===== src/rtl/bandit_environment.sv =====
// Synthetic multi-armed-bandit environment: per-arm Bernoulli success probability
// and reward magnitude, with a 16-bit Galois LFSR as the randomness source.
module bandit_environment #(
  parameter int          ACTIONS = 256,
  parameter int          WIDTH   = 8,
  parameter logic [15:0] SEED    = 16'hACE1
) (
  input  logic             clock,
  input  logic             reset,
  input  logic             action_valid,
  input  logic [WIDTH-1:0] action_data,
  output logic             action_ready,
  output logic             reward_valid,
  output logic [WIDTH-1:0] reward_data,
  input  logic             reward_ready,
  input  logic             config_valid,
  input  logic [WIDTH-1:0] config_addr,
  input  logic [WIDTH-1:0] config_prob,
  input  logic [WIDTH-1:0] config_value,
  output logic             config_ready,
  output logic [15:0]      pull_count,
  output logic [1:0]       state_dbg
);

  // Handshakes: a transfer happens on a rising edge where valid && ready are both
  // high; valid and data are held stable by the source until that edge.

  localparam int AW = (ACTIONS > 1) ? $clog2(ACTIONS) : 1;

  typedef enum logic [1:0] {
    INIT    = 2'd0,
    IDLE    = 2'd1,
    LOOKUP  = 2'd2,
    RESPOND = 2'd3
  } state_e;

  state_e           state_q, state_d;
  logic [AW-1:0]    ptr_q, ptr_d;
  logic [WIDTH-1:0] arm_q, arm_d;
  logic [WIDTH-1:0] reward_q, reward_d;
  logic [15:0]      lfsr_q, lfsr_d;
  logic [15:0]      pulls_q, pulls_d;

  logic [WIDTH-1:0] prob_mem  [ACTIONS];
  logic [WIDTH-1:0] value_mem [ACTIONS];

  logic             act_hs, cfg_hs;
  logic             arm_in_range, cfg_in_range, success;
  logic [WIDTH-1:0] rd_prob, rd_value, rnd;

  assign action_ready = (state_q == IDLE);
  assign config_ready = (state_q == IDLE);
  assign reward_valid = (state_q == RESPOND);
  assign reward_data  = reward_q;
  assign pull_count   = pulls_q;
  assign state_dbg    = state_q;

  assign act_hs       = action_valid && action_ready;
  assign cfg_hs       = config_valid && config_ready;
  assign arm_in_range = (32'(arm_q) < ACTIONS);
  assign cfg_in_range = (32'(config_addr) < ACTIONS);

  // The table is read with the arm latched at accept, so a config write landing
  // on the accept edge is already visible here.
  assign rd_prob  = prob_mem[arm_q[AW-1:0]];
  assign rd_value = value_mem[arm_q[AW-1:0]];
  assign rnd      = lfsr_q[WIDTH-1:0];
  assign success  = (rd_prob == '1) || (rnd < rd_prob);

  always_comb begin
    state_d  = state_q;
    ptr_d    = ptr_q;
    arm_d    = arm_q;
    reward_d = reward_q;
    lfsr_d   = lfsr_q;
    pulls_d  = pulls_q;
    case (state_q)
      INIT: begin
        ptr_d = ptr_q + 1'b1;
        if (ptr_q == AW'(ACTIONS - 1)) state_d = IDLE;
      end
      IDLE: begin
        if (act_hs) begin
          arm_d   = action_data;
          pulls_d = (pulls_q == 16'hFFFF) ? pulls_q : pulls_q + 16'd1;
          state_d = LOOKUP;
        end
      end
      LOOKUP: begin
        reward_d = (arm_in_range && success) ? rd_value : '0;
        lfsr_d   = {1'b0, lfsr_q[15:1]} ^ (lfsr_q[0] ? 16'hB400 : 16'h0000);
        state_d  = RESPOND;
      end
      RESPOND: begin
        if (reward_ready) state_d = IDLE;
      end
      default: state_d = INIT;
    endcase
  end

  always_ff @(posedge clock) begin
    if (reset) begin
      state_q  <= INIT;
      ptr_q    <= '0;
      arm_q    <= '0;
      reward_q <= '0;
      lfsr_q   <= SEED;
      pulls_q  <= '0;
    end else begin
      state_q  <= state_d;
      ptr_q    <= ptr_d;
      arm_q    <= arm_d;
      reward_q <= reward_d;
      lfsr_q   <= lfsr_d;
      pulls_q  <= pulls_d;
    end
  end

  // Tables carry no reset; INIT sweeps them to zero after every reset.
  always_ff @(posedge clock) begin
    if (state_q == INIT) begin
      prob_mem[ptr_q]  <= '0;
      value_mem[ptr_q] <= '0;
    end else if (cfg_hs && cfg_in_range) begin
      prob_mem[config_addr[AW-1:0]]  <= config_prob;
      value_mem[config_addr[AW-1:0]] <= config_value;
    end
  end

endmodule


===== config.mk =====
export PLATFORM = sky130hd
export DESIGN_NAME = bandit_environment
export DESIGN_NICKNAME = d
export VERILOG_FILES = /design/src/rtl/bandit_environment.sv
export SDC_FILE = /design/constraint.sdc
export NUM_CORES = 2
export LEC_CHECK = 0
export ABC_AREA = 1
export ABC_CLOCK_PERIOD_IN_PS = 14500
export BUFFER_PORTS_ARGS = -buffer_cell sky130_fd_sc_hd__buf_2
export CAP_MARGIN = 20
export CORE_UTILIZATION = 35
export DETAILED_ROUTE_END_ITERATION = 12
export GPL_ROUTABILITY_DRIVEN = 1
export PLACE_DENSITY = 0.57
export SLEW_MARGIN = 20
export SYNTH_ARGS = -nofsm -noshare
export SYNTH_HDL_FRONTEND = slang
export SYNTH_SLANG_ARGS = --single-unit

===== constraint.sdc =====
create_clock -name clock -period 14.5 [get_ports clock]
set_input_delay 2.9 -clock clock [delete_from_list [all_inputs] [get_ports clock]]
set_output_delay 2.9 -clock clock [all_outputs]
set_load 0.02 [all_outputs]

==> After elaboration in Yosys (flattened, before gate mapping) <==
Memories as Yosys holds them, arrays and structs flattened. A register that Yosys moved wholly into a read port is not among the register bits.
Cells that the tools add are included.
{ "classes": {"addsub": 2, "mul": 0, "n_div": 0, "magnitude_cmp": 1, "eq_ne": 9, "shifts": 0, "n_mux": 21, "bitwise": 2, "reduce_logical": 9} }
{ "op_table": {"columns": ["cell", "count"], "rows": [
  ["$mux W8", 9],
  ["$add A16 B1 Y16 const B", 1],
  ["$eq A16 B16 Y1 const B", 1],
  ["$eq A8 B8 Y1 const B", 2],
  ["$mux W16", 1],
  ["$reduce_or A8 Y1", 2],
  ["$xor A15 B16 Y16", 1],
  ["$add A8 B1 Y8 const B", 1],
  ["$lt A8 B8 Y1", 1],
  ["$pmux W2 S4", 1],
  ["$mux W1", 7],
  ["$mux W2", 3],
  ["$reduce_and A3 Y1", 2],
  ["$eq A2 B2 Y1 const B", 2],
  ["$ne A2 B1 Y1 const B", 2],
  ["$eq A2 B1 Y1 const B", 1],
  ["$logic_and A1 B1 Y1", 2],
  ["$logic_not A2 Y1", 1],
  ["$ne A2 B2 Y1 const B", 1],
  ["$reduce_and A2 Y1", 1],
  ["$logic_or A1 B1 Y1", 1],
  ["$not A1 Y1", 1]
]} }
{ "word_totals": {"regBits": 58, "latch_bits": 0, "ramBits": 4096, "rom_bits": 0, "in_bits": 37, "memories": 2} }
{ "memory_table": {"columns": ["name", "words", "width", "rd", "rd_clocked_by_memory_dff", "wr", "line_no", "rtl"], "rows": [
  ["prob_mem", 256, 8, 1, 1, 1, "44", "logic [WIDTH-1:0] prob_mem [ACTIONS];"],
  ["value_mem", 256, 8, 1, 1, 1, "45", "logic [WIDTH-1:0] value_mem [ACTIONS];"]
]} }

==> Longest topological paths before layout <==
{ "logic_depth": {"ltp_word": 7, "depth_mapped": 27} }

==> Worst setup path before layout <==
No wires, ideal clock.
{ "synth_path": {"path_type": "input to register", "startpoint": "input port config_valid", "endpoint": "memory prob_mem[0][4], data pin", "setup_ns": 1.393, "arrival_time_ns": 9.369, "slack_ns": 3.738, "stages": 4, "n_path_buf": 2, "cell_sequence": "nand3_1 -> clkbuf_1 -> clkbuf_1 -> nor2_1"} }
{ "synth_between": {"elab_chain_cells": 6} }
{ "synth_rtl": {"columns": ["item", "line_no", "rtl"], "rows": [
  ["from (decl)", "16", "input logic config_valid,"],
  ["$logic_and A1 B1 Y1", "59", "assign cfg_hs = config_valid && config_ready;"],
  ["$mux W1", "124", "end else if (cfg_hs && cfg_in_range) begin"],
  ["$mux W1", "121", "if (state_q == INIT) begin"],
  ["$mux W1 (implied by the code)", "125", "prob_mem[config_addr[AW-1:0]] <= config_prob;"],
  ["$reduce_or A8 Y1 (no source line)", null, null],
  ["$mux W8 (no source line)", null, null],
  ["to (decl)", "44", null]
]} }
Every way passes these cells.

==> Worst setup path after layout <==
{ "layout_path": {"startpoint": "input port config_valid", "endpoint": "memory prob_mem[24][6] (enable)"} }
{ "layout_between": {"elab_chain_cells": 6, "elab_cells_between_ends": 7, "cone_classes": "5 x mux; 2 x reduce/logical"} }
{ "layout_rtl": {"columns": ["item", "line_no"], "rows": [
  ["$logic_and A1 B1 Y1 (*)", "59"],
  ["$mux W1 (*)", "124"],
  ["$mux W1 (*)", "121"],
  ["$mux W1 (implied by the code) (*)", "125"],
  ["$reduce_or A8 Y1 (no source line)", null],
  ["$mux W8 (no source line) or $mux W1 (tied branches)", null]
]} }
Every way passes the cells marked *; elsewhere a longest branch is shown, timed or not.

==> metrics.txt <==
core area=471000 um^2; status=completed; Layout area overhead=12.5%; setup_tns=0 ns; cells along the critical path=buf_2, nand3_4, o21ai_0, inv_1, nor3_1, nand2_2, buf_4, nor2_1, buf_4; power per cell area=162 nW/um^2; CP max stage cell=o21ai_0; Leakage=0.0631 uW; Max transition margin=0.0379; count of input and output buffers=65; RSZ-0062 raised after global routing=false; Sw Pwr=9310 uW; largest family of logic cells by synthesized area=simple AND/OR/NAND/NOR gates; Hold WC Path Type=flop to flop; via count=107000; share of cells above drive strength 1=0.0889; Crit. Startpoint=config_valid; adder-cell area share of the yosys netlist=0.00106; Final Hold Fails=0; gpl congestion=0.859; Switching Fraction=0.309; Post-Syn Area per Cell=12.9 um^2; unique cell type count in the Yosys netlist=41; chip width=690 um; syn_nets=12800; layout net count=12800; Synth area leaders=edfxtp_1, o21ai_0, nor2_1, nand2_1, nand3_1; mux cell area share after synthesis=0; post-synthesis xor/xnor area fraction=0.000106; CP startpoint kind=input pin; post-synthesis simple-gate area fraction=0.116; critical path arrival=7.63 ns; worst path bufs/invs=4; CTS tree=yes; synthesis warning total=0; Pins Over Slew Limit=0; Clk pwr share=0.350; Yosys top cell area share=0.743; most used cell, CP=buf_4; Tightest Pin Transition=1.44 ns; Crit. End Element=flop; setup bufs post-CTS=0; CTS H-Tree Depth=5; number of top-level pins=66; max cap viols=0; hold_sp=lfsr_q[10]; Compound-Gate Fraction of Synth Area=0.101; TritonCTS Sinks=4162; clock latency on the worst-skew pair=1.00 ns; Die Height=690 um; largest fanout on the critical path=32; flop and latch count out of synthesis=4162; Cell Rows=252; Post-route DRC=0; Routed WL=495000 um; Required @ worst endpoint=15.14 ns; WL per Instance=25.6 um; Tmin final=6.98 ns; clock buffer count from CTS=420; logic gate share of total power=0.202; Post-Synthesis Cell Area=165000 um^2; VDD IR max=102 uV; post-CTS sizing=0; clock slew at reported path FFs=0.06 ns; Pint=20800 uW; die area=476000 um^2; Cells after Synth=12800; Final Core Density=0.395; FMAX=0.143 GHz; gr usage total=0.201; average vias per placed instance=5.52; Synth async-reset ratio=0; cell family with most CP delay=simple AND/OR/NAND/NOR gates; first-pass iteration count of the detailed router=6; largest net degree at the start of global routing=201; grt ovf=0; ratio of final minimum period to clock period=0.482; Routed Antenna Nets=0; most common flop cell mapped by yosys=edfxtp_1; maximum root-to-sink buffer count=4; CP Class=input pin to flop; CP max stage delay=1.02 ns; DP Wirelength=273000 um; Setup-failing EPs final=0; Clock Skew=0.0989 ns; EDFF count, synth=4096; Starting Density=0.351; Seq/Total Area, Yosys=0.751; vias in the first global route=99600; first-pass GRT wire length=711000 um; Reg power frac=0.448; hold_buf cts=0; Iter 0 DRT Violations=13100; initial antenna violation count=18; dominant cell type by area after synthesis=edfxtp_1; root buf cell=clkbuf_16
==> cells in the final DEF (no fill, tap or decap), types with 6 or more instances in the layout <==
| cell type | synthesis | final |
|---|---|---|
| o221a_2 | 36 | 36 |
| nor3_1 | 69 | 69 |
| o31ai_1 | 53 | 53 |
| o221ai_1 | 224 | 224 |
| clkbuf_16 | 0 | 426 |
| a311oi_1 | 7 | 7 |
| dfxtp_1 | 66 | 59 |
| inv_1 | 70 | 68 |
| o21ai_1 | 71 | 71 |
| buf_12 | 2 | 31 |
| o22ai_1 | 512 | 512 |
| nor2_4 | 0 | 19 |
| bufinv_16 | 0 | 27 |
| nand3_1 | 1110 | 1105 |
| clkinv_2 | 1 | 69 |
| edfxtp_1 | 4096 | 4096 |
| buf_2 | 304 | 65 |
| clkinv_1 | 3 | 115 |
| clkinv_16 | 0 | 6 |
| a31oi_1 | 58 | 58 |
| inv_6 | 0 | 7 |
| clkinvlp_4 | 0 | 10 |
| ha_1 | 14 | 14 |
| o311a_1 | 7 | 7 |
| a21oi_1 | 168 | 167 |
| inv_16 | 0 | 9 |
| dfxtp_4 | 0 | 6 |
| nand2_2 | 1 | 13 |
| nand2_1 | 1480 | 1468 |
| clkbuf_1 | 384 | 95 |
| buf_4 | 122 | 416 |
| o21ai_0 | 1678 | 1678 |
| o221a_1 | 54 | 54 |
| nor2_1 | 2037 | 2017 |
==> synthesized netlist by cell type, types with 71 or more instances <==
library cell / n
a21oi_1: 168
buf_1: 86
o21ai_1: 71
nor2_1: 2037
clkbuf_1: 384
nand2_1: 1480
nand3_1: 1110
edfxtp_1: 4096
o22ai_1: 512
o21ai_0: 1678
o221ai_1: 224
buf_2: 304
buf_4: 122
==> power groups by stage <==
stage	sequential [uW]	combinational (uW)	clock, uW
final	13500	6070	10500
after global routing	13500	6520	11100
after CTS	13500	6050	10700
after detailed placement	13800	6040	0
after global placement	13700	6010	0
after floorplan	13700	3720	0
==> layer usage <==
metal  global-route usage  part of all wire
met5                    0          0.000042
met1                0.283              0.42
met4               0.0715             0.038
met3               0.0301             0.085
met2                0.316              0.46
==> worst paths after layout <==
path / end / slack, ns / cells past startpoint
worst max register to register: reward_data[3] / 7.89 / 23
worst max-delay path: prob_mem[24][6] / 7.52 / 9
worst min-delay path: lfsr_q[10] / 0.47 / 2
worst min register to register: lfsr_q[10] / 0.47 / 2
==> final cells by class <==
class	instances	area (um^2)
fillers	44100	285000
flip-flops and latches	4162	124000
multi-input cells	7601	36300
clock buffers	526	11100
well taps	6223	7790
repair buffers	513	4100
clock inverters	243	2100
inverters	77	339
diodes	4	10.0
==> worst register-to-register path, stage by stage, from the launching register on <==
cell and delay [ns]:
dfxtp_4 0.44, buf_4 0.52, buf_4 0.63, buf_4 0.64, buf_4 0.85, buf_4 0.75, o21ai_0 0.19, o22ai_1 0.30
nand2_1 0.10, nand3_1 0.11, nand3_1 0.16, nand3_1 0.24, nand3_1 0.18, nand3_1 0.15, and2_1 0.16, inv_1 0.05
ha_1 0.29, nand2_1 0.09, nor2_1 0.05, a211oi_1 0.16, nand2_1 0.09, nand2_2 0.20, nand2_1 0.11, a21oi_2 0.11
==> cell families (layout without fill, tap and decap cells) <==
logic type / Yosys count / count (layout)
xor gates and xnor gates: 2 / 2
other: 0 / 4
buffers and inverters: 1023 / 1359
DFF: 4162 / 4162
adders and majority gates: 14 / 14
AOI/OAI and AO/OA: 2873 / 2873
and+or+nand+nor: 4712 / 4712
==> per-stage QoR <==
stage                     std cells  hold slack (ns)  cell area (um^2)  total power, uW  worst slack [ns]
after floorplan               12800            0.437            165000            17500              3.74
after global placement        18600            0.454            173000            19800              6.71
after detailed placement      18600            0.454            173000            19800              6.66
after CTS                     19300            0.469            186000            30200              7.69
after global routing          19300            0.484            186000            31100              7.38
final                         19300            0.466            186000            30100              7.52
==> flip-flops by register name (all words and copies together) (netlist names), named ones only <==
register / cells
ptr_q: 8
reward_data: 8
pull_count: 16
value_mem: 2048
arm_q: 8
lfsr_q: 16
prob_mem: 2048
state_dbg: 2
Power figures use the tool's default switching activity.
